[src/rtl/mult_pkg.sv]
// Shared types and helpers for the sequential Booth multiplier.
package mult_pkg;

    typedef enum logic [1:0] {
        IDLE = 2'd0,
        CALC = 2'd1,
        DONE = 2'd2
    } mult_state_t;

    // Counter width: must hold 0..WIDTH+1, since the count moves one past the last step.
    function automatic int unsigned cnt_w(input int unsigned width);
        return $clog2(width + 2);
    endfunction

endpackage

[src/rtl/booth_step.sv]
// One radix-2 Booth step: add/subtract M according to {Q[0],Q1},
// then arithmetic right shift of {A,Q,Q1} by one bit.
module booth_step #(
    parameter int unsigned W = 17
) (
    input  logic [W-1:0] a,
    input  logic [W-1:0] q,
    input  logic [W-1:0] m,
    input  logic         q1,
    output logic [W-1:0] a_next,
    output logic [W-1:0] q_next,
    output logic         q1_next
);

    logic [W-1:0] sum;

    // Booth recoding of the current bit pair, then shift with the sign of the new A replicated.
    always_comb begin
        case ({q[0], q1})
            2'b01:   sum = a + m;
            2'b10:   sum = a - m;
            default: sum = a;
        endcase
        a_next  = {sum[W-1], sum[W-1:1]};
        q_next  = {sum[0], q[W-1:1]};
        q1_next = q[0];
    end

endmodule

[src/rtl/booth_seq_mult.sv]
// Parametrised radix-2 Booth sequential multiplier with valid/ready on both
// sides, per-operation signed/unsigned mode, output hold and synchronous abort.
module booth_seq_mult
    import mult_pkg::*;
#(
    parameter int unsigned WIDTH = 16
) (
    input  logic                 clk,
    input  logic                 rst,
    input  logic                 clear,
    input  logic                 in_valid,
    output logic                 in_ready,
    input  logic                 in_signed,
    input  logic [WIDTH-1:0]     multiplicand,
    input  logic [WIDTH-1:0]     multiplier,
    output logic                 out_valid,
    input  logic                 out_ready,
    output logic [2*WIDTH-1:0]   product,
    output logic                 busy
);

    localparam int unsigned ITER = WIDTH + 1;
    localparam int unsigned W1   = WIDTH + 1;
    localparam int unsigned CW   = cnt_w(WIDTH);
    localparam logic [CW-1:0] LAST = CW'(ITER - 1);

    mult_state_t   state, state_nxt;
    logic [CW-1:0] cnt;
    logic [W1-1:0] a_r, q_r, m_r;
    logic          q1_r;

    logic [W1-1:0] a_nxt, q_nxt;
    logic          q1_nxt;
    logic          accept, step, finish;

    booth_step #(.W(W1)) u_step (
        .a       (a_r),
        .q       (q_r),
        .m       (m_r),
        .q1      (q1_r),
        .a_next  (a_nxt),
        .q_next  (q_nxt),
        .q1_next (q1_nxt)
    );

    // State register.
    always_ff @(posedge clk or negedge rst) begin
        if (!rst) state <= IDLE;
        else      state <= state_nxt;
    end

    // Next-state and datapath control; clear overrides every transition.
    always_comb begin
        state_nxt = state;
        accept    = 1'b0;
        step      = 1'b0;
        finish    = 1'b0;
        if (clear) begin
            state_nxt = IDLE;
        end else begin
            case (state)
                IDLE: begin
                    if (in_valid) begin
                        accept    = 1'b1;
                        state_nxt = CALC;
                    end
                end
                CALC: begin
                    step = 1'b1;
                    if (cnt == LAST) begin
                        finish    = 1'b1;
                        state_nxt = DONE;
                    end
                end
                DONE: begin
                    if (out_ready) state_nxt = IDLE;
                end
                default: state_nxt = IDLE;
            endcase
        end
    end

    // Handshake/status outputs decoded from the state register only.
    always_comb begin
        in_ready  = (state == IDLE);
        out_valid = (state == DONE);
        busy      = (state == CALC);
    end

    // Operand/accumulator registers, step counter and product register.
    always_ff @(posedge clk or negedge rst) begin
        if (!rst) begin
            cnt     <= '0;
            a_r     <= '0;
            q_r     <= '0;
            m_r     <= '0;
            q1_r    <= 1'b0;
            product <= '0;
        end else if (clear) begin
            cnt <= '0;
        end else if (accept) begin
            cnt  <= '0;
            a_r  <= '0;
            q1_r <= 1'b0;
            m_r  <= {multiplicand[WIDTH-1] & in_signed, multiplicand};
            q_r  <= {multiplier[WIDTH-1] & in_signed, multiplier};
        end else if (step) begin
            a_r  <= a_nxt;
            q_r  <= q_nxt;
            q1_r <= q1_nxt;
            cnt  <= cnt + CW'(1);
            // Low 2*WIDTH bits of the final {A,Q}; the top two bits are sign extension.
            if (finish) product <= {a_nxt[WIDTH-2:0], q_nxt};
        end
    end

endmodule

[config.mk]
export PLATFORM = sky130hd
export DESIGN_NAME = booth_seq_mult
export DESIGN_NICKNAME = d
export VERILOG_FILES = /design/src/rtl/mult_pkg.sv /design/src/rtl/booth_step.sv /design/src/rtl/booth_seq_mult.sv
export SDC_FILE = /design/constraint.sdc
export NUM_CORES = 1
export LEC_CHECK = 0
export CAP_MARGIN = 0
export CORE_MARGIN = 2
export CORE_UTILIZATION = 35
export DETAILED_ROUTE_END_ITERATION = 16
export PLACE_DENSITY = 0.54
export SYNTH_ARGS = -nofsm -noshare
export SYNTH_HDL_FRONTEND = slang
export SYNTH_SLANG_ARGS = --single-unit
[constraint.sdc]
create_clock -name clk -period 3.1 [get_ports clk]
set_clock_uncertainty 0.05 [all_clocks]
set_input_delay 0.31 -clock clk [delete_from_list [all_inputs] [get_ports clk]]
set_output_delay 0.31 -clock clk [all_outputs]
set_load 0.02 [all_outputs]
==> flow_metrics.py <==
metrics = {
    "final_layout": {
        "layout.cells.non_filler": 795,
        "fin_nets": 675,
        "final_common_cell": "nand2_1",
        "antenna_cells": 0,
        "fin_util": 0.475,
        "final_cell_mix": "nand2_1, dfrtp_1, clkdlybuf4s50_1",
        "areaGrowthSynthToFinish_pct": 31.3,
        "drive_gt1_frac": 0.141,
    },
    "placed_design": {
        "place_congestion": 0.899,
        "dp.cells": 777,
        "port-buffer-count": 72,
        "dpl.hpwl_mm": 8.76,
    },
    "clock_tree": {
        "cts_buffers": 9,
        "clockBufferDepth": 2,
        "cts_max_level": 3,
        "clock_sinks": 90,
        "clkTransAtPathRegs_ps": 60,
        "insertion_delay_ps": 350,
        "cts_tree": "done",
        "cts_root_buf": "clkbuf_16",
    },
    "synthesis": {
        "synth_ff_type": "dfrtp_1",
        "synth_cells": 520,
        "yosysTopAreaCell": "dfrtp_1",
        "yosys.area.top_type_share": 0.466,
        "yosysUniqueCellTypes": 52,
        "synth_area_leaders": "dfrtp_1, nand2_1, ha_1, mux2_1, xnor2_1",
        "syn_nets": 579,
        "synth_area_mm2": 0.00483,
        "async_flop_share": 1.00,
        "synth_edf_count": 0,
        "ys_seq_elements": 90,
        "ys_seq_area_frac": 0.466,
        "yosys_warnings": 0,
        "avgSynthCellArea_um2": 9.29,
    },
    "global_routing": {
        "grt_pass1_vias": 4202,
        "grt_use_total": 0.179,
        "antenna_found_initial": 0,
        "grt_max_degree": 45,
        "grt-ovfl-total": 0,
        "grt_pass1_wl_mm": 20.4,
    },
    "drt": {
        "drt_pass1_iterations": 4,
        "antenna_left": 0,
        "routed-via-count": 4042,
        "drt_iter0_markers": 182,
        "viasPerCell": 5.08,
        "wl_per_cell_um": 15.4,
        "finalWirelength_mm": 12.2,
        "drc_errors": 0,
    },
    "pwr": {
        "power_density_mw_per_mm2": 748,
        "p_leak_nw": 2.88,
        "vdd_ir_drop_max_v": 0.000303,
        "total_power_mw": 4.75,
    },
    "worst_setup_path": {
        "critical_path_class": "register to register",
        "rr_worst_depth": 11,
        "critical_path_required_ps": 3310,
        "critPathMaxFanout": 4,
        "start_kind": "register",
        "arrival_ps": 3240,
        "cp-end-kind": "register",
    },
    "run": {
        "maxCapViolations": 0,
    },
    "timing": {
        "fin_crit_sh": 0.977,
        "setup_viol": 0,
        "relSlewSlack": 0.626,
        "fmax_ghz": 0.330,
        "drv_slew": 0,
        "layout_min_cycle_time_ps": 3030,
        "finalHoldViolCount": 0,
        "worst-slew-pin-transition_ps": 561,
        "rsz0062_at_grt": "yes",
        "finalSetupTns_ps": 0,
    },
    "min_path": {
        "hp-class": "register to register",
        "min_path_cells": 2,
    },
    "floorplanning": {
        "die-area_mm2": 0.0148,
        "rows": 42,
        "start_util": 0.362,
        "io-pin-count": 73,
        "dieHeight_um": 121,
        "dieWidth_um": 121,
        "core_mm2": 0.0133,
    },
    "status": {
        "status": "finished, final reports clean",
    },
}
## synthesized netlist by cell type (2+ instances only)
cell and count:
nand2_1 111, dfrtp_1 90, nor2_1 42, a21oi_1 34, o21ai_1 25, clkbuf_1 21, ha_1 20, xnor2_1 20
a22oi_1 16, mux2_1 16, nand3_1 13, o21ai_0 13, xor2_1 12, inv_1 9, a21o_1 6, nor2b_1 6
a31oi_1 5, nand2b_1 5, buf_2 4, mux2_2 4, o31ai_1 4, and2_1 3, and3_1 3, mux2i_1 3
nand4_1 3, nor4_1 3, o21bai_1 3, a32oi_1 2
## cell type report
type / count / area, um^2
Timing Repair Buffer: 111 / 1020
Inverter: 10 / 37.5
Clock inverter: 5 / 33.8
Sequential cell: 90 / 2250
Fill cell: 1284 / 7010
Clock buffer: 9 / 225
Tap cell: 176 / 220
Multi-Input combinational cell: 394 / 2560
## layer usage
metal	track usage	share of wire
met2	0.281	0.45
met3	0.0555	0.065
met4	0.0761	0.021
met5	0	0
met1	0.227	0.47
## worst max-delay path, stage by stage (launching register included)
cell and delay (ps):
dfrtp_1 410, inv_1 130, ha_4 210, mux2_2 290, fa_1 420, nand2b_1 190, a21oi_2 190, o21ai_2 120
o31ai_4 260, xnor2_1 110, or4_1 400, a21oi_1 170
## cell families after synthesis
group                      share of synthesized area
AOI/OAI and AO/OA                              0.156
xor gates and xnor gates                      0.0580
adders and majority gates                     0.0560
buffers and inverters                         0.0290
DFF                                            0.466
muxes                                         0.0528
and+or+nand+nor                                0.182
## worst paths after layout
path	startpoint	endpoint	slack (ps)
worst min-delay path	product[22]	product[22]	430
worst max-delay path	m_r[1]	a_r[15]	70
worst min register to register	product[22]	product[22]	430
max in group asynchronous	rst	q_r[13]	1790
min in group asynchronous	rst	product[18]	450
worst max register to register	m_r[1]	a_r[15]	70
## per-stage QoR
stage	hold WS, ps	area, um^2	worst slack, ps
final	432	6340	71.2
after global routing	426	6340	-65.0
after CTS	422	6220	3.81
after detailed placement	306	5940	4.45
after global placement	296	5940	32.0
after floorplan	-35.6	4830	45.4
## repair_timing
item                                   CTS  global route
hold buffers                             1             0
endpoints found under the hold margin   42             0
setup buffers                            0             3
gates resized for setup                  4            24
setup endpoints to repair                1            15
pin swaps                                0            11
## where the power goes
group / internal, mW / total, mW / switching, mW / leakage (nW)
Sequential: 1.35 / 1.53 / 0.177 / 1.20
Combinational: 1.03 / 2.23 / 1.20 / 1.57
Clock: 0.532 / 0.987 / 0.455 / 0.123
Total: 2.91 / 4.75 / 1.83 / 2.88
## state kept, by name (all words and copies together), names as in the netlist
signal   cells
product     32
state        2
m_r         17
q_r         17
cnt          5
q1_r         1
a_r         16
Note: power is estimated with default switching activity, not from simulation.
